**src/rtl/uart_tx_frame_ctrl.sv**
```systemverilog
// UART transmitter: start bit, LSB-first data, optional parity, 1..2 stop bits; registered line output.
// Optional macro UART_TX_HOLD_REG_EN adds a one-entry holding register for back-to-back frames.
module uart_tx_frame_ctrl #(
  parameter int DATA_WIDTH   = 8,
  parameter int CLKS_PER_BIT = 16,
  parameter int STOP_BITS    = 1
) (
  input  logic                  CLK,
  input  logic                  RST,
  input  logic [DATA_WIDTH-1:0] P_DATA,
  input  logic                  DATA_VALID,
  input  logic                  PAR_EN,
  input  logic                  PAR_TYP,
  output logic                  DATA_ACK,
  output logic                  TX_OUT,
  output logic                  Busy
);

  localparam int TW = $clog2(CLKS_PER_BIT) + 1;
  localparam int IW = 4;

  localparam logic [2:0] ST_IDLE   = 3'd0;
  localparam logic [2:0] ST_START  = 3'd1;
  localparam logic [2:0] ST_DATA   = 3'd2;
  localparam logic [2:0] ST_PARITY = 3'd3;
  localparam logic [2:0] ST_STOP   = 3'd4;

  logic [2:0]            state_q, state_d;
  logic [TW-1:0]         tmr_q, tmr_d;
  logic [IW-1:0]         idx_q, idx_d;
  logic [DATA_WIDTH-1:0] data_q, data_d;
  logic                  pen_q, pen_d;
  logic                  ptyp_q, ptyp_d;
  logic                  tx_q, tx_d;
  logic                  ack_q, ack_d;
  logic                  bit_end, frame_end, load_in, bit_sel;

`ifdef UART_TX_HOLD_REG_EN
  logic                  hvld_q, hvld_d;
  logic [DATA_WIDTH-1:0] hdata_q, hdata_d;
  logic                  hpen_q, hpen_d;
  logic                  hptyp_q, hptyp_d;
  logic                  load_hold, hold_store;
`endif

  assign bit_end   = (tmr_q == TW'(CLKS_PER_BIT - 1));
  assign frame_end = (state_q == ST_STOP) && bit_end && (idx_q == IW'(STOP_BITS - 1));

  always_comb begin
    state_d = state_q;
    tmr_d   = bit_end ? '0 : tmr_q + TW'(1);
    idx_d   = idx_q;
    data_d  = data_q;
    pen_d   = pen_q;
    ptyp_d  = ptyp_q;
    load_in = 1'b0;
`ifdef UART_TX_HOLD_REG_EN
    hvld_d     = hvld_q;
    hdata_d    = hdata_q;
    hpen_d     = hpen_q;
    hptyp_d    = hptyp_q;
    load_hold  = 1'b0;
    hold_store = 1'b0;
`endif

    case (state_q)
      ST_IDLE: begin
        tmr_d   = '0;
        load_in = DATA_VALID;
      end
      ST_START: if (bit_end) begin
        state_d = ST_DATA;
        idx_d   = '0;
      end
      ST_DATA: if (bit_end) begin
        if (idx_q == IW'(DATA_WIDTH - 1)) begin
          idx_d   = '0;
          state_d = pen_q ? ST_PARITY : ST_STOP;
        end else begin
          idx_d = idx_q + IW'(1);
        end
      end
      ST_PARITY: if (bit_end) begin
        state_d = ST_STOP;
        idx_d   = '0;
      end
      ST_STOP: begin
        if (frame_end)    state_d = ST_IDLE;
        else if (bit_end) idx_d   = idx_q + IW'(1);
      end
      default: state_d = ST_IDLE;
    endcase

`ifdef UART_TX_HOLD_REG_EN
    // A held word wins at frame end; otherwise a fresh request goes straight to the shift path.
    if (frame_end) begin
      if (hvld_q) begin
        load_hold = 1'b1;
        hvld_d    = 1'b0;
      end else begin
        load_in = DATA_VALID;
      end
    end else if ((state_q != ST_IDLE) && !hvld_q && DATA_VALID) begin
      hold_store = 1'b1;
      hvld_d     = 1'b1;
      hdata_d    = P_DATA;
      hpen_d     = PAR_EN;
      hptyp_d    = PAR_TYP;
    end
    if (load_hold) begin
      state_d = ST_START;
      tmr_d   = '0;
      idx_d   = '0;
      data_d  = hdata_q;
      pen_d   = hpen_q;
      ptyp_d  = hptyp_q;
    end
`endif

    if (load_in) begin
      state_d = ST_START;
      tmr_d   = '0;
      idx_d   = '0;
      data_d  = P_DATA;
      pen_d   = PAR_EN;
      ptyp_d  = PAR_TYP;
    end

`ifdef UART_TX_HOLD_REG_EN
    ack_d = load_in | hold_store;
`else
    ack_d = load_in;
`endif

    bit_sel = 1'b0;
    for (int k = 0; k < DATA_WIDTH; k++) begin
      if (idx_d == IW'(k)) bit_sel = data_d[k];
    end

    // Line value is derived from the next state so TX_OUT is registered yet aligned with state_q.
    case (state_d)
      ST_START:  tx_d = 1'b0;
      ST_DATA:   tx_d = bit_sel;
      ST_PARITY: tx_d = (^data_d) ^ ptyp_d;
      default:   tx_d = 1'b1;
    endcase
  end

  always_ff @(posedge CLK) begin
    if (!RST) begin
      state_q <= ST_IDLE;
      tmr_q   <= '0;
      idx_q   <= '0;
      data_q  <= '0;
      pen_q   <= 1'b0;
      ptyp_q  <= 1'b0;
      tx_q    <= 1'b1;
      ack_q   <= 1'b0;
`ifdef UART_TX_HOLD_REG_EN
      hvld_q  <= 1'b0;
      hdata_q <= '0;
      hpen_q  <= 1'b0;
      hptyp_q <= 1'b0;
`endif
    end else begin
      state_q <= state_d;
      tmr_q   <= tmr_d;
      idx_q   <= idx_d;
      data_q  <= data_d;
      pen_q   <= pen_d;
      ptyp_q  <= ptyp_d;
      tx_q    <= tx_d;
      ack_q   <= ack_d;
`ifdef UART_TX_HOLD_REG_EN
      hvld_q  <= hvld_d;
      hdata_q <= hdata_d;
      hpen_q  <= hpen_d;
      hptyp_q <= hptyp_d;
`endif
    end
  end

  assign TX_OUT   = tx_q;
  assign DATA_ACK = ack_q;
`ifdef UART_TX_HOLD_REG_EN
  assign Busy = (state_q != ST_IDLE) | hvld_q;
`else
  assign Busy = (state_q != ST_IDLE);
`endif

endmodule

```
**config.mk**
```make
export PLATFORM = sky130hd
export DESIGN_NAME = uart_tx_frame_ctrl
export DESIGN_NICKNAME = d
export VERILOG_FILES = /design/src/rtl/uart_tx_frame_ctrl.sv
export SDC_FILE = /design/constraint.sdc
export NUM_CORES = 1
export LEC_CHECK = 0
export CORE_AREA = 5 5 68 70
export DETAILED_ROUTE_END_ITERATION = 12
export DIE_AREA = 0 0 73 75
export PLACE_DENSITY_LB_ADDON = 0.08
export SLEW_MARGIN = 10
export SYNTH_ARGS = -nofsm -noshare
export SYNTH_HDL_FRONTEND = slang
export SYNTH_SLANG_ARGS = --single-unit
```
**constraint.sdc**
```tcl
create_clock -name CLK -period 2.9 [get_ports CLK]
set_input_delay 0.29 -clock CLK [delete_from_list [all_inputs] [get_ports CLK]]
set_output_delay 0.29 -clock CLK [all_outputs]
set_load 0.02 [all_outputs]
```
==> impl_metrics.env <==
export IMPL_p_total_uw=685
export IMPL_ys_warn_count=0
export IMPL_seq_area_um2=480
export IMPL_cts_buffer_depth=2
export IMPL_area_growth_pct=13.9
export IMPL_ios=16
export IMPL_dpl_cell_count=239
export IMPL_syn_inst=183
export IMPL_rows=23
export IMPL_crit_path_cell_trace="ha_1 > and3_1 > ha_2 > nand4bb_4 > a21o_1 > a41oi_1 > a211oi_2 > o41ai_1 > o2111ai_1"
export IMPL_critical_path_top_delay_family="compound AO/OA/AOI/OAI gates"
export IMPL_cts_root_buf="clkbuf_8"
export IMPL_synthDistinctLibCells=49
export IMPL_final_nets=213
export IMPL_die_y_um=75
export IMPL_postCtsSetupRepairBufs=0
export IMPL_fill_cells=413
export IMPL_maxSlewViolCount=0
export IMPL_preCtsSetupSlack_ns=0.222
export IMPL_status="complete, no violations"
export IMPL_worstPathArrival_ns=2.64
export IMPL_tightest_slew_ns=0.665
export IMPL_grt_first_pass_wirelength_um=5910
export IMPL_grt_use_total_pct=13.7
export IMPL_synth_area_top_cells="dfxtp_1, nand2_1, xnor2_1"
export IMPL_vias_per_cell=5.51
export IMPL_startpoint_type="register"
export IMPL_fmax_ghz=0.399
export IMPL_finalSetupViolations=0
export IMPL_ys_flop_type="dfxtp_1"
export IMPL_drt_iter0_drc=141
export IMPL_overflow=0
export IMPL_synth_top_area_cell="dfxtp_1"
export IMPL_n_antenna_cell=0
export IMPL_cts_htree_levels=1
export IMPL_fin_ws_ns=0.397
export IMPL_rsz0062_at_grt="no"
export IMPL_cts_tree="done"
export IMPL_layout_drive_gt1_share_pct=8.29
export IMPL_end_kind="register"
export IMPL_synth_edf_count=0
export IMPL_yosysTopAreaCellShare_pct=31.3
export IMPL_wl_um=3470
export IMPL_multi_input_area_um2=946
export IMPL_drc=0
export IMPL_dr_pass1_iters=4
export IMPL_post_dp_cell_area_um2=1690
export IMPL_hold_class="reg -> reg"
export IMPL_die_area_um2=5480
export IMPL_start_util_pct=39.3
export IMPL_drtAntennaViolNets=0
export IMPL_min_period_over_period_pct=86.3
export IMPL_synthesis_area_um2=1540
export IMPL_ir_worst_vdd_uv=218
export IMPL_design_core_area_um2=3910
export IMPL_worstPathMaxFanout=13
export IMPL_hpwl_um=2760
export IMPL_wl_per_cell_um=14.3
export IMPL_cap_violations=0
export IMPL_postSynthAreaPerCell_um2=8.40
export IMPL_synth_seq_area_share_pct=31.3
export IMPL_synth_fp_nets=202
export IMPL_io_buffers=15
export IMPL_synthTopCellsByCount="dfxtp_1, nand2_1, a21oi_1, nor2_1, inv_1"
export IMPL_fin_crit_ns=2.50
export IMPL_pwr_density_cell_nw_per_um2=392
export IMPL_vias=1340
export IMPL_crit_buf_inv=0
export IMPL_path_clk_slew_ns=0.08
export IMPL_antenna_found_initial=0
export IMPL_critPathKind="reg -> reg"
export IMPL_cts_sinks=24
export IMPL_p_leak_uw=0.000597
export IMPL_final_cell_area_um2=1750
export IMPL_required_ns=3.04
export IMPL_setup_tns_ns=0
export IMPL_die_w_um=73
export IMPL_slowest_delay_ns=0.37
export IMPL_cts_buffers=3
export IMPL_grt_pass1_vias=1308
export IMPL_maxSlewHeadroom_pct=55.6
export IMPL_final_hold_violation_count=0
export IMPL_grt_max_degree=23
export IMPL_skew_ns=0.00300
export IMPL_clock_insertion_delay_worst_skew_ns=0.26
export IMPL_async_reset_ff_share_pct=0
export IMPL_cpMaxStageDelayCell="o41ai_1"
export IMPL_routabilityCongestion=0.912
export IMPL_final_cells=243
export IMPL_ys_seq_elements=24
[final cells by class]
cell class	count	area share (%)
multi-input cells	137	54.0
flip-flops and latches	24	27.4
repair buffers	17	9.44
well taps	50	3.57
clock buffers	4	3.15
inverters	11	2.36
[worst register-to-register path: stages, from the launching register on]
cell and delay [ns]:
dfxtp_1 0.36, ha_1 0.19, and3_1 0.19, ha_2 0.36, nand4bb_4 0.19, a21o_1 0.21
a41oi_1 0.25, a211oi_2 0.11, o41ai_1 0.37, o2111ai_1 0.16
[layer usage]
metal / vias up / global-route usage [%] / wire, um
met3: 9 / 2.00 / 117
met1: 621 / 17.2 / 1590
met5: - / 0 / 0
met2: 39 / 23.2 / 1680
li1: 671 / - / -
met4: 0 / 5.94 / 84
[cells in the final DEF (no fill, tap or decap), types with 2 or more instances in the layout]
cell type and instances:
a21oi_1 14, clkdlybuf4s50_1 15, and2_1 3, nand2b_1 2, xor2_1 2, a311o_1 2
xnor2_1 10, a32oi_1 2, o22ai_1 2, and3_1 2, buf_4 2, nor2b_1 2
inv_1 11, nand4b_1 3, a21o_1 2, nand3b_1 5, and3_4 2, o21ai_0 5
dfxtp_1 24, nor2_1 14, clkbuf_8 4, nand2_1 24, nor3b_1 2, o221ai_1 2
ha_1 5, o211ai_1 6, o2111ai_1 3, nand3_1 2
[where the power goes]
group / switching (uW) / internal (uW)
logic: 48.4 / 54.1
clock network: 102 / 121
registers: 17.1 / 342
total: 168 / 518
[kinds of logic after synthesis]
kind of cell / Yosys count / synth area share, %
buf+inv: 22 / 7.33
flops: 24 / 31.3
simple gates: 69 / 26.1
compound gates: 49 / 22.8
xor+xnor: 12 / 6.84
mux: 1 / 0.733
fa+ha+maj: 6 / 4.89
[metrics by stage]
step / utilization, % / hold slack [ns]
2_1_floorplan: - / 0.412
3_3_place_gp: 43.3 / 0.431
3_5_place_dp: 43.3 / 0.447
4_1_cts: 44.7 / 0.460
5_1_grt: 44.7 / 0.483
6_report: 44.7 / 0.464
[flip-flops by register name, indices dropped and copies added, names as in the netlist]
signal,count
DATA_ACK,1
TX_OUT,1
tmr_q,5
state_q,3
pen_q,1
idx_q,4
ptyp_q,1
data_q,8
[path summary, 6_finish.rpt]
path                                from        to  slack (ns)  cells after the start
worst max-delay path            tmr_q[0]    TX_OUT        0.40                      9
worst max register to register  tmr_q[0]    TX_OUT        0.40                      9
worst min-delay path            tmr_q[0]  tmr_q[0]        0.46                      1
worst min register to register  tmr_q[0]  tmr_q[0]        0.46                      1
[repair_timing]
item	in CTS	in global routing
resized for setup	0	1
endpoints found under the setup margin	0	1
hold buffers	0	0
(Power assumes the default switching activity.)
==> patch 1, RTL diff (config.mk and constraints unchanged) <==
`CLKS_PER_BIT`: 16 -> 32.
--- a/src/rtl/uart_tx_frame_ctrl.sv
+++ b/src/rtl/uart_tx_frame_ctrl.sv
@@ -2,7 +2,7 @@
 // Optional macro UART_TX_HOLD_REG_EN adds a one-entry holding register for back-to-back frames.
 module uart_tx_frame_ctrl #(
   parameter int DATA_WIDTH   = 8,
-  parameter int CLKS_PER_BIT = 16,
+  parameter int CLKS_PER_BIT = 32,
   parameter int STOP_BITS    = 1
 ) (
   input  logic                  CLK,
Function: same outputs for any inputs over 10 cycles, from zero or initial values and one cycle with RST low; that may be too few to reach the edited logic, so the function may still have changed.
==> patch 1 against the unedited design <==
- routed wire length shrank 2.4%
- total power grew 5.9%
- via count shrank 1.1%
- worst setup slack lost 0.033 ns
- sequential power grew 3%
- global-route usage grew 0.056 points
- critical path type unchanged
- non-clock buffer count is the same
- sequential cell count grew 1
- critical path depth grew 3
- synthesized area grew 4.6%
- utilization grew 1.4 points
- final area grew 3.2%
==> patch 1: results (changes against the unedited design) <==
{
  "synthesis": {
    "post_synth.cell_area_avg": {"value": 8.55, "unit": "µm²", "change": "was 8.40 µm²"},
    "postSynthNetCount": {"value": 205, "change": "was 202"},
    "synth_area_leaders": {"value": "sky130_fd_sc_hd__dfxtp_1, sky130_fd_sc_hd__nand2_1, sky130_fd_sc_hd__xnor2_1, sky130_fd_sc_hd__nor2_1, sky130_fd_sc_hd__a21oi_1", "change": "was sky130_fd_sc_hd__dfxtp_1, sky130_fd_sc_hd__nand2_1, sky130_fd_sc_hd__xnor2_1, sky130_fd_sc_hd__ha_1, sky130_fd_sc_hd__a21oi_1"},
    "synthTopCellsByCount": {"value": "sky130_fd_sc_hd__nand2_1, sky130_fd_sc_hd__dfxtp_1, sky130_fd_sc_hd__nor2_1, sky130_fd_sc_hd__a21oi_1, sky130_fd_sc_hd__xnor2_1", "change": "was sky130_fd_sc_hd__dfxtp_1, sky130_fd_sc_hd__nand2_1, sky130_fd_sc_hd__a21oi_1, sky130_fd_sc_hd__nor2_1, sky130_fd_sc_hd__inv_1"},
    "synth_seq_area_share": {"value": 31.1, "unit": "%", "change": "was 31.3%"}
  },
  "place": {
    "routabilityCongestion": {"value": 0.792, "change": "was 0.912"},
    "dp_hpwl": {"value": 2660, "unit": "µm", "change": "was 2760 µm"},
    "dp_slack": {"value": 0.371, "unit": "ns", "change": "was 0.222 ns"}
  },
  "setup_path": {
    "timing.critical_path.slowest_stage_cell": {"value": "sky130_fd_sc_hd__dfxtp_1", "change": "was sky130_fd_sc_hd__o41ai_1"},
    "critical_path_arrival": {"value": 2.68, "unit": "ns", "change": "was 2.64 ns"},
    "cp_max_fo": {"value": 6, "change": "was 13"}
  },
  "power": {
    "netSwitchingFraction": {"value": 26.3, "unit": "%", "change": "was 24.5%"},
    "leakagePower": {"value": 0.695, "unit": "nW", "change": "was 0.597 nW"},
    "max-vdd-ir-drop": {"value": 0.304, "unit": "mV", "change": "was 0.218 mV"}
  },
  "final_layout": {
    "layout_cells_sized_above_1": {"value": 9.50, "unit": "%", "change": "was 8.29%"},
    "layout_top_registers": {"value": "data_q (8), tmr_q (6), idx_q (4)", "change": "was data_q (8), tmr_q (5), idx_q (4)"},
    "nets": {"value": 218, "change": "was 213"}
  },
  "routing": {
    "wirelength": {"value": 3390, "unit": "µm", "change": "was 3470 µm"},
    "routed_wire_length_per_instance": {"value": 13.6, "unit": "µm", "change": "was 14.3 µm"},
    "dr_total_vias": {"value": 1325, "change": "was 1340"}
  },
  "sta": {
    "largest_clock_skew_in_the_final_design": {"value": 0.00592, "unit": "ns", "change": "was 0.00300 ns"},
    "timing.slew.headroom": {"value": 63.5, "unit": "%", "change": "was 55.6%"}
  },
  "global_route": {
    "largest_net_degree_at_the_start_of_global_routing": {"value": 18, "change": "was 23"},
    "grtUsageTotal": {"value": 13.7, "unit": "%", "change": "about the same"},
    "initial_antenna_violation_count": {"value": 0, "change": "unchanged"}
  },
  "status": {
    "outcome": {"value": "finished clean", "change": "unchanged"}
  }
}
==> patch 1: changes by cell type in the layout (fill, tap and decap cells not counted), sizes merged, moves of 4 or more <==
cell    delta
nand3      +5
nor2       +7
o211ai     -6
xor2       +4
==> patch 1: metrics by stage <==
stage               power (mW)  instance area, µm²  utilization (%)
floorplan                0.491                1610                -
global placement         0.531                1760             45.0
detailed placement       0.534                1760             45.0
CTS                      0.737                1810             46.2
global route             0.768                1810             46.2
finish                   0.726                1810             46.2
==> patch 1: worst paths after layout <==
kind,to,slack (ns),depth (start not counted)
setup / recovery,TX_OUT,0.36,12
hold / removal,tmr_q[0],0.45,1
setup reg to reg,TX_OUT,0.36,12
hold reg to reg,tmr_q[0],0.45,1
==> patch 1: layout make-up <==
cell class | count | area [µm²]
Tap cell | 50 | 62.6
Multi-Input combinational cell | 145 | 1000
Inverter | 9 | 33.8
Clock buffer | 4 | 45.0
Sequential cell | 25 | 500
Timing Repair Buffer | 17 | 165
Fill cell | 417 | 2110
==> patch 1: worst reg2reg max path, delay by kind of cell, from the launching register on <==
kind / cells / cell delay [ns]
buf+inv: 1 / 0.12
flops: 1 / 0.36
compound gates: 6 / 1.13
fa+ha+maj: 2 / 0.40
simple gates: 3 / 0.43
==> patch 1: cell families after synthesis <==
logic type,after synthesis,synth area share [%]
xor gates and xnor gates,18,11.5
and+or+nand+nor,77,24.4
DFF,25,31.1
muxes,4,3.27
AOI/OAI and AO/OA,42,19.9
buffers and inverters,18,6.69
adders and majority gates,4,3.11
==> patch 1: power groups by stage <==
stage | combinational, mW | clock [mW] | sequential [mW]
floorplan | 0.114 | 0 | 0.377
finish | 0.151 | 0.202 | 0.372
detailed placement | 0.154 | 0 | 0.380
global placement | 0.151 | 0 | 0.380
global route | 0.170 | 0.223 | 0.375
CTS | 0.155 | 0.210 | 0.372
==> patch 1: routing by layer <==
layer / vias up / part of all wire [%] / global-route usage, %
met5: - / 0 / 0
met2: 11 / 48 / 23.5
met4: 0 / 1.2 / 3.69
met3: 4 / 2.2 / 2.14
met1: 631 / 49 / 18.0
li1: 679 / - / -
==> patch 2, RTL diff (same flow settings) <==
Made on the original files. Take the reset off `data_q` and load it in a clocked block of its own.
--- a/src/rtl/uart_tx_frame_ctrl.sv
+++ b/src/rtl/uart_tx_frame_ctrl.sv
@@ -151,7 +151,6 @@
       state_q <= ST_IDLE;
       tmr_q   <= '0;
       idx_q   <= '0;
-      data_q  <= '0;
       pen_q   <= 1'b0;
       ptyp_q  <= 1'b0;
       tx_q    <= 1'b1;
@@ -166,7 +165,6 @@
       state_q <= state_d;
       tmr_q   <= tmr_d;
       idx_q   <= idx_d;
-      data_q  <= data_d;
       pen_q   <= pen_d;
       ptyp_q  <= ptyp_d;
       tx_q    <= tx_d;
@@ -180,6 +178,10 @@
     end
   end
 
+  always_ff @(posedge CLK) begin
+    data_q <= data_d;
+  end
+
   assign TX_OUT   = tx_q;
   assign DATA_ACK = ack_q;
 `ifdef UART_TX_HOLD_REG_EN
Formal check against the unedited RTL: no difference found for any inputs over 10 cycles, from zero or initial values and one cycle with RST low; that may be too few to reach the edited logic, so the function may still have changed.
==> patch 2 against the unedited design <==
- total power rose by 9.1%
- final area fell by 0.36%
- cell count fell by 2.1%
- synthesized cell count fell by 5.5%
- die area did not move
- routed wire length fell by 11%
- highest routed layer unchanged
- largest cell class unchanged
- sequential cell count did not move
- worst setup slack got worse by 0.11 ns
- synthesized area fell by 2.5%
==> patch 2: results (changes against the unedited design) <==
{
  "synthesis": {
    "synth_seq_area_share": {"value": 32.1, "unit": "%", "change": "was 31.3%"},
    "synth_area_leaders": {"value": "sky130_fd_sc_hd__dfxtp_1, sky130_fd_sc_hd__xnor2_1, sky130_fd_sc_hd__nand2_1, sky130_fd_sc_hd__ha_1, sky130_fd_sc_hd__mux2i_1", "change": "was sky130_fd_sc_hd__dfxtp_1, sky130_fd_sc_hd__nand2_1, sky130_fd_sc_hd__xnor2_1, sky130_fd_sc_hd__ha_1, sky130_fd_sc_hd__a21oi_1"},
    "synthTopCellsByCount": {"value": "sky130_fd_sc_hd__nand2_1, sky130_fd_sc_hd__dfxtp_1, sky130_fd_sc_hd__nor2_1, sky130_fd_sc_hd__xnor2_1, sky130_fd_sc_hd__inv_1", "change": "was sky130_fd_sc_hd__dfxtp_1, sky130_fd_sc_hd__nand2_1, sky130_fd_sc_hd__a21oi_1, sky130_fd_sc_hd__nor2_1, sky130_fd_sc_hd__inv_1"},
    "postSynthNetCount": {"value": 192, "change": "was 202"},
    "netlist-cell-type-count": {"value": 53, "change": "was 49"}
  },
  "setup_path": {
    "reg2reg_depth": {"value": 10, "change": "was 9"},
    "critical_path_arrival": {"value": 2.82, "unit": "ns", "change": "was 2.64 ns"}
  },
  "global_route": {
    "grt_pass1_vias": {"value": 1149, "change": "was 1308"},
    "groute.layer.met2.usage": {"value": 19.5, "unit": "%", "change": "was 23.2%"},
    "largest_net_degree_at_the_start_of_global_routing": {"value": 20, "change": "was 23"},
    "globalRouteMet3Util": {"value": 2.40, "unit": "%", "change": "was 2.00%"},
    "grt.met1_usage": {"value": 16.8, "unit": "%", "change": "was 17.2%"}
  },
  "final_layout": {
    "nets": {"value": 209, "change": "was 213"},
    "layout_cells_sized_above_1": {"value": 10.1, "unit": "%", "change": "was 8.29%"},
    "filler_cell_count_in_the_final_layout": {"value": 412, "change": "was 413"}
  },
  "status": {
    "outcome": {"value": "finished clean", "change": "unchanged"}
  },
  "routing": {
    "routed_wire_length_per_instance": {"value": 12.9, "unit": "µm", "change": "was 14.3 µm"},
    "drt-initial-drc-count": {"value": 60, "change": "was 141"},
    "dr_total_vias": {"value": 1208, "change": "was 1340"}
  },
  "sta": {
    "timing.slew.headroom": {"value": 58.6, "unit": "%", "change": "was 55.6%"},
    "worst_hold_slack": {"value": 0.467, "unit": "ns", "change": "was 0.464 ns"}
  },
  "power": {
    "leakagePower": {"value": 0.683, "unit": "nW", "change": "was 0.597 nW"},
    "max-vdd-ir-drop": {"value": 0.231, "unit": "mV", "change": "was 0.218 mV"},
    "total_switching_power": {"value": 0.202, "unit": "mW", "change": "was 0.168 mW"}
  },
  "place": {
    "routabilityCongestion": {"value": 0.901, "change": "was 0.912"},
    "dp_hpwl": {"value": 2440, "unit": "µm", "change": "was 2760 µm"}
  },
  "worst_hold_path": {
    "hold_path_end": {"value": "tmr_q[0]", "change": "unchanged"}
  }
}
patch 2: cell types whose count changed after synthesis, sizes merged, moves of 4 or more:
cell / unedited run / this run
o21ai: 5 / 9
mux2i: 0 / 7
nand3b: 5 / 1
a21oi: 14 / 5
o211ai: 6 / 2
patch 2: logic make-up after synthesis:
family / share of synthesized area (%)
compound gates: 16.7
xor+xnor: 9.69
fa+ha+maj: 5.01
buf+inv: 4.93
flops: 32.1
mux: 6.93
simple gates: 24.6
patch 2: power groups by stage:
| stage | combinational (mW) | clock [mW] | sequential, mW |
|---|---|---|---|
| 2_1_floorplan | 0.134 | 0 | 0.377 |
| 3_3_place_gp | 0.184 | 0 | 0.379 |
| 3_5_place_dp | 0.186 | 0 | 0.379 |
| 4_1_cts | 0.187 | 0.201 | 0.372 |
| 5_1_grt | 0.205 | 0.216 | 0.375 |
| 6_report | 0.183 | 0.193 | 0.372 |
patch 2: stage by stage:
stage	instance area [µm²]	power, mW	cells	utilization (%)	setup slack [ns]
2_1_floorplan	1500	0.511	173	-	0.467
3_3_place_gp	1700	0.563	235	43.4	0.308
3_5_place_dp	1700	0.566	235	43.4	0.220
4_1_cts	1740	0.760	238	44.5	0.206
5_1_grt	1740	0.795	238	44.6	0.0599
6_report	1740	0.748	238	44.6	0.286
patch 2: critical path, delay by kind of cell, from the launching register on:
family	cells	cell delay (ns)
multiplexers	1	0.34
adder cells (fa/ha/maj)	2	0.45
AO/OA/AOI/OAI	5	0.88
flip-flops	1	0.36
AND/OR/NAND/NOR	2	0.53
patch 2: cell type report:
cell class / count / area (µm²) / share of cell area (%)
sequential: 24 / 480 / 27.5
multi-input combinational: 133 / 946 / 54.2
inverter: 9 / 33.8 / 1.94
timing repair buffer: 19 / 180 / 10.3
tap: 50 / 62.6 / 3.59
clock buffer: 3 / 41.3 / 2.37
patch 2: worst max path at each step:
stage                         to  slack, ns  startpoint  cells after the start
final                     TX_OUT       0.29    tmr_q[0]                     10
after global routing      TX_OUT       0.06    tmr_q[0]                     10
after CTS                 TX_OUT       0.21    tmr_q[0]                     10
after detailed placement  TX_OUT       0.22    tmr_q[0]                     10
after global placement    TX_OUT       0.31    tmr_q[0]                     10
after floorplan           TX_OUT       0.47    tmr_q[0]                     10
patch 2: routing by layer:
layer  vias up  part of all wire (%)  wire length [µm]
li1        632                     -                 -
met5         -                     0                 0
met3         4                   2.4                74
met2        16                    46              1410
met1       556                    50              1550
met4         0                   1.2                38
